**config.mk**
```make
export PLATFORM = sky130hd
export DESIGN_NAME = bcd_convert_arbiter
export DESIGN_NICKNAME = d
export VERILOG_FILES = /design/src/rtl/bcd_pkg.sv /design/src/rtl/bcd_shift_engine.sv /design/src/rtl/bcd_convert_arbiter.sv
export SDC_FILE = /design/constraint.sdc
export NUM_CORES = 1
export LEC_CHECK = 0
export ABC_AREA = 1
export BUFFER_PORTS_ARGS = -buffer_cell sky130_fd_sc_hd__buf_2
export CAP_MARGIN = 5
export CORE_ASPECT_RATIO = 1.1
export CORE_MARGIN = 1
export CORE_UTILIZATION = 58
export DETAILED_ROUTE_END_ITERATION = 6
export PLACE_DENSITY = 0.86
export SLEW_MARGIN = 30
export SYNTH_ARGS = -nofsm -noshare
export SYNTH_HDL_FRONTEND = slang
export SYNTH_SLANG_ARGS = --single-unit
```
**constraint.sdc**
```tcl
create_clock -name clk -period 2.14 [get_ports clk]
set_input_delay 0.214 -clock clk [delete_from_list [all_inputs] [get_ports clk]]
set_output_delay 0.214 -clock clk [all_outputs]
set_load 0.02 [all_outputs]
```
**src/rtl/bcd_pkg.sv**
```systemverilog
// Shared types and helpers for the shared binary-to-BCD converter and its arbiter.
package bcd_pkg;

  typedef enum logic [1:0] {
    IDLE,
    SHIFT,
    DONE
  } state_t;

  localparam logic [3:0] BCD_ADD3_THRESH = 4'd5;
  localparam logic [3:0] BCD_ADD3        = 4'd3;

  function automatic logic [3:0] add3_correct(input logic [3:0] nibble);
    return (nibble >= BCD_ADD3_THRESH) ? nibble + BCD_ADD3 : nibble;
  endfunction

endpackage

```
**src/rtl/bcd_shift_engine.sv**
```systemverilog
// Iterative shift/add-3 engine: one nibble correction plus one left shift per enabled cycle.
module bcd_shift_engine
  import bcd_pkg::*;
#(
  parameter int IN_W   = 12,
  parameter int DIGITS = 4
) (
  input  logic                  clk,
  input  logic                  rst_n,
  input  logic                  load,
  input  logic [IN_W-1:0]       data,
  input  logic                  step,
  output logic [DIGITS*4-1:0]   bcd,
  output logic                  done_cnt
);

  localparam int CNT_W = (IN_W > 1) ? $clog2(IN_W) : 1;

  logic [DIGITS*4-1:0] bcd_r;
  logic [DIGITS*4-1:0] corrected;
  logic [DIGITS*4-1:0] shifted;
  logic [IN_W-1:0]     bin_r;
  logic [CNT_W-1:0]    cnt_r;

  // bcd presents the value after the current step so the caller can capture it on the final shift edge
  always_comb begin
    corrected = '0;
    for (int d = 0; d < DIGITS; d++) begin
      corrected[d*4 +: 4] = add3_correct(bcd_r[d*4 +: 4]);
    end
    shifted = (corrected << 1) | {{(DIGITS*4-1){1'b0}}, bin_r[IN_W-1]};
  end

  assign bcd      = shifted;
  assign done_cnt = (cnt_r == CNT_W'(IN_W - 1));

  always_ff @(posedge clk or negedge rst_n) begin
    if (!rst_n) begin
      bcd_r <= '0;
      bin_r <= '0;
      cnt_r <= '0;
    end else if (load) begin
      bcd_r <= '0;
      bin_r <= data;
      cnt_r <= '0;
    end else if (step) begin
      bcd_r <= shifted;
      bin_r <= bin_r << 1;
      cnt_r <= cnt_r + 1'b1;
    end
  end

endmodule

```
**src/rtl/bcd_convert_arbiter.sv**
```systemverilog
// Arbitrates NUM_REQ requesters onto one shift/add-3 BCD engine and returns the result with its owner id.
// Define BCD_ARB_ROUND_ROBIN_EN for round-robin arbitration; otherwise the lowest index wins.
module bcd_convert_arbiter
  import bcd_pkg::*;
#(
  parameter int  NUM_REQ = 4,
  parameter int  IN_W    = 12,
  parameter int  DIGITS  = 4,
  localparam int ID_W    = $clog2(NUM_REQ)
) (
  input  logic                    clk,
  input  logic                    rst_n,
  input  logic [NUM_REQ-1:0]      req_valid,
  input  logic [NUM_REQ*IN_W-1:0] req_data,
  output logic [NUM_REQ-1:0]      req_ready,
  output logic                    out_valid,
  input  logic                    out_ready,
  output logic [DIGITS*4-1:0]     out_bcd,
  output logic [ID_W-1:0]         out_id,
  output logic                    busy
);

  if ((10 ** DIGITS) <= (2 ** IN_W - 1)) begin : g_digits_check
    $error("bcd_convert_arbiter: DIGITS too small for IN_W");
  end

  state_t              state_r, state_nx;
  logic                grant_any;
  logic [ID_W-1:0]     grant_idx;
  logic [ID_W-1:0]     cur_id_r;
  logic [ID_W-1:0]     out_id_r;
  logic [DIGITS*4-1:0] out_bcd_r;
  logic [DIGITS*4-1:0] eng_bcd;
  logic                load;
  logic                step;
  logic                done_cnt;

`ifdef BCD_ARB_ROUND_ROBIN_EN
  logic [ID_W-1:0] rr_ptr;

  always_ff @(posedge clk or negedge rst_n) begin
    if (!rst_n) begin
      rr_ptr <= '0;
    end else if (load) begin
      rr_ptr <= (grant_idx == ID_W'(NUM_REQ - 1)) ? '0 : grant_idx + 1'b1;
    end
  end

  // Search begins at the pointer and wraps, so the most recent winner is considered last
  always_comb begin
    grant_any = 1'b0;
    grant_idx = '0;
    for (int k = 0; k < NUM_REQ; k++) begin
      if (!grant_any && req_valid[(int'(rr_ptr) + k) % NUM_REQ]) begin
        grant_any = 1'b1;
        grant_idx = ID_W'((int'(rr_ptr) + k) % NUM_REQ);
      end
    end
  end
`else
  always_comb begin
    grant_any = 1'b0;
    grant_idx = '0;
    for (int k = 0; k < NUM_REQ; k++) begin
      if (!grant_any && req_valid[k]) begin
        grant_any = 1'b1;
        grant_idx = ID_W'(k);
      end
    end
  end
`endif

  bcd_shift_engine #(
    .IN_W   (IN_W),
    .DIGITS (DIGITS)
  ) u_engine (
    .clk      (clk),
    .rst_n    (rst_n),
    .load     (load),
    .data     (req_data[grant_idx*IN_W +: IN_W]),
    .step     (step),
    .bcd      (eng_bcd),
    .done_cnt (done_cnt)
  );

  // Grants are held off while reset is asserted so every output reads zero during reset
  always_comb begin
    state_nx  = state_r;
    req_ready = '0;
    load      = 1'b0;
    step      = 1'b0;
    case (state_r)
      IDLE: begin
        if (grant_any && rst_n) begin
          req_ready[grant_idx] = 1'b1;
          load                 = 1'b1;
          state_nx             = SHIFT;
        end
      end
      SHIFT: begin
        step = 1'b1;
        if (done_cnt) state_nx = DONE;
      end
      DONE: begin
        if (out_ready) state_nx = IDLE;
      end
      default: state_nx = IDLE;
    endcase
  end

  always_ff @(posedge clk or negedge rst_n) begin
    if (!rst_n) begin
      state_r   <= IDLE;
      cur_id_r  <= '0;
      out_id_r  <= '0;
      out_bcd_r <= '0;
    end else begin
      state_r <= state_nx;
      if (load) cur_id_r <= grant_idx;
      if (state_r == SHIFT && done_cnt) begin
        out_bcd_r <= eng_bcd;
        out_id_r  <= cur_id_r;
      end
    end
  end

  assign out_valid = (state_r == DONE);
  assign busy      = (state_r != IDLE);
  assign out_bcd   = out_bcd_r;
  assign out_id    = out_id_r;

endmodule
```
* Word-level counts from Yosys, hierarchy flattened *
Cells that the tools add are included.

storage, ports and cells
  bits in registers = 54
  latch bits = 0
  memory bits (writable) = 0
  ROM bits = 0
  word-level logic and storage cells = 68
  memories = 0

cells by class
  add/sub/neg operators = 5
  multipliers = 1
  divide/modulo/power cells = 0
  $lt $le $gt $ge = 6
  equal/unequal tests = 6
  shift operators = 1
  muxes and demuxes = 28
  bitwise logic cells = 1
  reduce and logical (&&, ||, !) cells = 13

operators with widths
  operator                                                                              number
  48-bit by 7-bit indexed part select with 12-bit output                                1
  16-bit two-way mux                                                                    2
  4-bit two-way mux                                                                     7
  12-bit two-way mux                                                                    2
  4-bit by 3-bit greater-or-equal comparator with 1-bit output (second input constant)  4
  16-bit by 1-bit OR with 16-bit output                                                 1
  4-bit by 2-bit adder with 4-bit output (second input constant)                        3
  2-bit two-way mux                                                                     5
  1-bit two-way mux                                                                     9
  1-bit logical AND                                                                     6
  2-bit case mux with 3 select lines                                                    1
  4-bit by 1-bit adder with 4-bit output (second input constant)                        1
  4-bit equality test (second input constant)                                           1
  2-bit by 2-bit multiplier with 4-bit output (second input constant)                   1
  2-bit inequality test (second input constant)                                         2
  2-bit nonzero test                                                                    2
  3-bit by 2-bit adder with 3-bit output (second input constant)                        1
  1-bit zero test                                                                       3
  2-bit by 3-bit less-than comparator with 1-bit output (second input constant)         1
  3-bit two-way mux                                                                     1
  3-bit AND reduction                                                                   1
  1-bit demux with 2-bit select                                                         1
  2-bit by 1-bit equality test with 1-bit output (second input constant)                1
  2-bit equality test (second input constant)                                           1
  3 further kinds                                                                       3

* Logic depth before layout (Yosys ltp) *
Gate-level depths: netlist of run 1.

  word-level depth = 16
  gate-level depth with buffers = 9
  mapped depth without buffers = 8

* Modules after synthesis *
Synthesis of run 1 repeated with hierarchy kept, for this count alone.

unflattened totals
  cells, all modules = 461
  area, all modules = 3333.2 µm²

by module, submodules not included
  module               instances  cells an instance  area an instance (µm²)  sequential area each (µm²)
  bcd_shift_engine     1          229                1863.0                  800.8
  bcd_convert_arbiter  1          232                1470.2                  550.5

* Worst setup path after synthesis of run 1 *
OpenSTA, ideal clock, no wires.

  path type = register to output
  start point = register state_r[0]
  end point = output req_ready[1]
  arrival = 1.173 ns
  path slack = 0.753 ns
  stages on the path, launching flop included = 5
  path buffers = 1
  cell sequence = dfrtp_1 > nor2_2 > nand3_4 > buf_4 > nor2_1

between the ends
  longest elaborated chain between the ends = 2

RTL lines
  item                    RTL line                    RTL
  from (decl)             bcd_convert_arbiter.sv:27   state_t state_r, state_nx;
  from (signal assigned)  bcd_convert_arbiter.sv:118  state_r <= state_nx;
  2-bit zero test         bcd_convert_arbiter.sv:92   case (state_r)
  4-bit two-way mux       bcd_convert_arbiter.sv:92
  to (decl)               bcd_convert_arbiter.sv:15   output logic [NUM_REQ-1:0] req_ready,

No other way between the ends.

* Worst setup path in the final report of run 1 *
  start point = input rst_n
  end point = output req_ready[3]

between the ends
  longest elaborated chain between the ends = 3

RTL lines
  item               RTL line                   RTL
  from (decl)        bcd_convert_arbiter.sv:12  input logic rst_n,
  1-bit logical AND  bcd_convert_arbiter.sv:94  if (grant_any && rst_n) begin
  4-bit two-way mux  bcd_convert_arbiter.sv:94
  4-bit two-way mux  bcd_convert_arbiter.sv:92

No other way between the ends.

==> results.cfg, run 1 <==
[timing]
max_clock_freq_mhz = 510.7
maxSlewHeadroom = 0.6435
setup_tns_ns = 0
fin_ws_ns = 0.1819
slew_violations = 0
hold_viol = 0
worst_pin_slew_ns = 0.5339
rsz0062_at_grt = false
fin_crit_ns = 1.958
fin_crit_sh = 0.9150
fin_worst_skew_ns = 0.01029
setup_violations = 0

[global_routing]
antenna_found_initial = 0
grt_max_degree = 44
grt_pass1_vias = 2978
track_usage = 0.2540
grt_pass1_wl_mm = 12.03
overflow = 0

[min_path]
hp-class = in -> reg
hold-path-cell-count = 2

[pwr]
power_mw = 4.764
ir_drop_mv = 0.4892
power_density_nw_per_um2 = 1264
p_leak_nw = 2.202

[flow_run]
drv_cap = 0

[synthesis]
ys.warnings.count = 0
synth_top_area_share = 0.4130
avgSynthCellArea_um2 = 7.271
synth_seq_cells = 54
syn_inst = 450
ys_types = 27
post-synth-top-area-cell = dfrtp_1
ys_top_cells_by_area = dfrtp_1 41%, nand2_1 14%, inv_1 10%, nand3_1 9.0%, o21ai_0 4.0%
synth_nets = 514
ys_seq_area_frac = 0.4130
synth_area_um2 = 3272

[layout]
final_common_cell = nand2_1
n_antenna_cell = 0
final_cell_mix = 120 x nand2_1, 88 x inv_1, 77 x buf_2
fin_nets = 587
utilization = 0.6987
drive_gt1_frac = 0.2027
fillers = 452
area_growth_pct = 15.22
final_area_um2 = 3770

[setup_path]
critPathRequiredTime_ns = 1.93
crit_chain = dlygate4sd3_1 -> clkbuf_4 -> nand3_4 -> or2_1 -> inv_1 -> buf_2
path_depth = 6
crit_type = in -> out
end_kind = output pin
cp_top_family = buffers and inverters
ff2ff_path_depth = 7
critPathBufInv = 4
slowest_stage = dlygate4sd3_1
worstPathMaxFanout = 16
cp-start-kind = input port
crit_path_max_incr_delay_ns = 0.55
arrival_ns = 1.74

[placement]
place.detailed.hpwl_mm = 5.106
pre_cts_slack_ns = 0.5209
postPlaceCellArea_um2 = 3679
gp_congestion = 0.8111
io_buffers = 78

[clock_tree]
cts.htree.levels = 2
numCtsBuffers = 5
tritoncts = built
clock_latency_ns = 0.31
clockBufferDepth = 2
clkTransAtPathRegs_ns = 0.08
cts.sinks = 54
root_buffer = clkbuf_8

[drt]
detail-route-antenna-nets = 0
dr.pass1.iters = 4
drc = 0
via_count = 2977
routed_via_density = 4.978
drt_iter0_drc = 128
avgRoutedWirePerCell_um = 11.06
wirelength_mm = 6.613

[floorplanning]
die_h_um = 80.78
start_util = 0.6064
dieWidth_um = 73.61
rows = 28
ios = 79
core_um2 = 5395
fp.dieArea_um2 = 5946

[outcome]
status = completed
[cell usage after synthesis (all sizes together)]
| library cell | n |
|---|---|
| ha | 9 |
| dfrtp | 54 |
| nand3b | 2 |
| nand4 | 2 |
| or2 | 1 |
| o22ai | 13 |
| nand3 | 62 |
| buf | 17 |
| nor2 | 23 |
| inv | 91 |
| nand2 | 123 |
| o21ai | 37 |
| o31ai | 1 |
| clkbuf | 1 |
| xor2 | 7 |
| a21oi | 7 |
[registers in the layout, indices dropped and copies added (netlist names)]
register        cells
out_bcd            16
u_engine.bcd_r     16
u_engine.bin_r     12
u_engine.cnt_r      4
cur_id_r            2
out_id              2
state_r             2
[final cells by class]
class	count	area (um^2)	share of cell area
Multi-Input combinational cell	287	1464	0.3883
Sequential cell	54	1351	0.3584
Timing Repair Buffer	84	440.4	0.1168
Inverter	91	341.6	0.09061
Tap cell	75	93.84	0.02489
Clock buffer	5	68.82	0.01825
Clock inverter	2	10.01	0.002655
[metrics by stage]
stage,hold slack [ns],instances
2_1_floorplan,-0.08159,450
3_3_place_gp,0.1265,590
3_5_place_dp,0.1276,590
4_1_cts,0.09731,598
5_1_grt,0.09400,598
6_report,0.09824,598
[worst paths after layout]
path,from,end,slack (ns)
setup / recovery,rst_n,req_ready[3],0.18
hold / removal,out_ready,state_r[1],0.1
max in group asynchronous,rst_n,u_engine.bcd_r[2],1.02
hold reg to reg,out_bcd[6],out_bcd[6],0.49
min in group asynchronous,rst_n,u_engine.bin_r[10],0.35
setup reg to reg,u_engine.bcd_r[0],out_bcd[1],0.49
[what timing repair did]
item | in CTS | in global routing
endpoints found under the setup margin | 0 | 1
endpoints found under the hold margin | 11 | 0
setup buffers | 0 | 0
hold buffers | 1 | 0
resized for setup | 0 | 1
[where the power goes]
| group | leakage [nW] | internal [mW] | switching (mW) | total, mW |
|---|---|---|---|---|
| combinational | 1.48 | 0.874 | 1.59 | 2.46 |
| clock | 0.0438 | 0.220 | 0.309 | 0.529 |
| sequential | 0.681 | 1.50 | 0.276 | 1.77 |
| total | 2.20 | 2.59 | 2.17 | 4.76 |
[per-layer routing]
metal  vias to the layer above  routed length [um]  global-route usage
met5                         -                   0                   0
met4                         0                  87             0.09615
met3                        11                 287             0.03846
met2                       100                3336              0.4862
met1                      1321                2901              0.2780
li1                       1545                   -                   -
[cells by family (layout without fill, tap and decap cells)]
logic type | Yosys count | after routing | share of synthesized area
fa+ha+maj | 9 | 9 | 0.03442
simple gates | 213 | 213 | 0.2902
xor+xnor | 7 | 7 | 0.01874
compound gates | 58 | 58 | 0.1040
flops | 54 | 54 | 0.4130
buf+inv | 109 | 182 | 0.1396
Power figures use the tool's default switching activity.
==> run 2, diff against run 1 <==
--- a/config.mk
+++ b/config.mk
@@ -10,9 +10,10 @@
 export CAP_MARGIN = 5
 export CORE_ASPECT_RATIO = 1.1
 export CORE_MARGIN = 1
-export CORE_UTILIZATION = 58
+export CORE_UTILIZATION = 49
 export DETAILED_ROUTE_END_ITERATION = 6
-export PLACE_DENSITY = 0.86
+export PLACE_DENSITY = 0.77
+export REMOVE_ABC_BUFFERS = 1
 export SLEW_MARGIN = 30
 export SYNTH_ARGS = -nofsm -noshare
 export SYNTH_HDL_FRONTEND = slang
==> constraint.sdc (replaced) <==
create_clock -name clk -period 1.6 [get_ports clk]
set_input_delay 0.16 -clock clk [delete_from_list [all_inputs] [get_ports clk]]
set_output_delay 0.16 -clock clk [all_outputs]
set_load 0.02 [all_outputs]
==> run 2 against run 1 <==
- die area is 18% higher
- non-clock buffer count is 8 higher
- critical endpoint unchanged
- design area is 2.7% higher
- total power is 37% higher
- clock skew is 0.0066 ns lower
- highest routed layer unchanged
- clock power is 46% higher
- setup slack worse by 0.14 ns
- via count is 0.57% lower
- register-to-register slack worse by 0.38 ns
- worst hold slack worse by 0.073 ns
- routed wire length is 2.4% higher
==> results.cfg, run 2 (same netlist as run 1, synthesis figures left out) <==
[timing]
fin_ws_ns = 0.03963
setup_violations = 0
fin_crit_ns = 1.560
max_clock_freq_mhz = 640.9
slew_violations = 0
setup_tns_ns = 0
fin_worst_skew_ns = 0.003739
hold_viol = 0
maxSlewHeadroom = 0.6843
worst_pin_slew_ns = 0.4736
fin_crit_sh = 0.9752
rsz0062_at_grt = true

[drt]
via_count = 2960
wirelength_mm = 6.772
avgRoutedWirePerCell_um = 11.07
dr.pass1.iters = 4
drt_iter0_drc = 163
routed_via_density = 4.837
detail-route-antenna-nets = 0
drc = 0

[flow_run]
drv_cap = 0

[layout]
drive_gt1_frac = 0.2199
fillers = 581
final_cell_mix = 120 x nand2_1, 88 x inv_1, 76 x buf_2
fin_nets = 595
final_common_cell = nand2_1
n_antenna_cell = 0
area_growth_pct = 18.32

[pwr]
ir_drop_mv = 0.8615
p_leak_nw = 2.245
power_density_nw_per_um2 = 1692

[floorplanning]
dieWidth_um = 79.91
rows = 30
start_util = 0.5188
ios = 79
core_um2 = 6306
fp.dieArea_um2 = 7009
die_h_um = 87.71

[placement]
gp_congestion = 0.8311
place.detailed.hpwl_mm = 5.108
pre_cts_slack_ns = -0.02021
io_buffers = 78

[global_routing]
grt_pass1_wl_mm = 12.08
grt_max_degree = 39
overflow = 0
grt_pass1_vias = 2892
track_usage = 0.2137
antenna_found_initial = 0

[setup_path]
critical_path.startpoint = state_r[0]
arrival_ns = 1.40
cp-start-kind = flip-flop
worstPathMaxFanout = 4
rrSetupSlack_ns = 0.11
critPathRequiredTime_ns = 1.44
regToRegEndpoint = u_engine.bcd_r[10]
worstSetupEndpoint = req_ready[3]
ff2ff_path_depth = 7
end_kind = output pin
r2r_start = u_engine.bcd_r[8]
crit_type = reg -> out

[clock_tree]
numCtsBuffers = 5
cts.htree.levels = 2
clkTransAtPathRegs_ns = 0.09
clockBufferDepth = 2
root_buffer = clkbuf_8
clock_latency_ns = 0.31
tritoncts = built
cts.sinks = 54

[outcome]
status = completed

[min_path]
hp-class = in -> reg
-- run 2: cell type report --
cell class              count  area (um^2)  area share
clock buffers               7        86.33     0.02230
repair buffers             92        506.7      0.1309
multi-input cells         287         1476      0.3814
well taps                  80        100.1     0.02586
inverters                  91        344.1     0.08888
clock inverters             1        5.005    0.001293
flip-flops and latches     54         1353      0.3494
-- run 2: how the worst min path moves through the flow --
| stage | startpoint | to | slack, ns | depth (start not counted) |
|---|---|---|---|---|
| 2_1_floorplan | rst_n | cur_id_r[0] | -0.14 | 0 |
| 3_5_place_dp | rst_n | cur_id_r[0] | 0.25 | 2 |
| 5_1_grt | out_ready | state_r[1] | 0.008 | 2 |
| 6_report | out_ready | state_r[1] | 0.03 | 2 |
| 3_3_place_gp | rst_n | cur_id_r[1] | 0.24 | 2 |
| 4_1_cts | out_ready | state_r[1] | 0.02 | 2 |
-- run 2: stage by stage --
step | cell area [um^2] | utilization | std cells | power, mW | hold WS (ns)
floorplan | 3157 | - | 432 | 4.706 | -0.1356
global placement | 3722 | 0.5903 | 600 | 5.533 | 0.2393
detailed placement | 3722 | 0.5903 | 600 | 5.716 | 0.2469
CTS | 3844 | 0.6095 | 611 | 6.544 | 0.01755
global route | 3871 | 0.6139 | 612 | 7.230 | 0.007780
finish | 3871 | 0.6139 | 612 | 6.549 | 0.02520
-- run 2: where the power goes --
group	switching (mW)	total (mW)	leakage, nW	internal [mW]
clock	0.420	0.770	0.0482	0.350
combinational	2.15	3.40	1.52	1.26
sequential	0.370	2.37	0.681	2.00
-- run 2: critical path: stages, from the launching register on --
cell and delay (ns):
dfrtp_2 0.44, nor2_4 0.17, nand3_4 0.09, or2_1 0.22
inv_1 0.07, buf_6 0.11
-- run 2: timing repair --
item                                    in CTS  in global routing
endpoints found under the setup margin       4                 24
hold endpoints to repair                    16                  0
hold buffers                                 1                  0
setup buffers                                2                  1
resized for setup                            2                 10
pin swaps                                    1                  1
-- run 2: metal layers --
metal / track usage / routed length [um] / vias to the layer above
li1: - / - / 1557
met1: 0.2380 / 3054 / 1313
met2: 0.4204 / 3373 / 84
met3: 0.03125 / 272 / 6
met4: 0.05519 / 72 / 0
met5: 0 / 0 / -
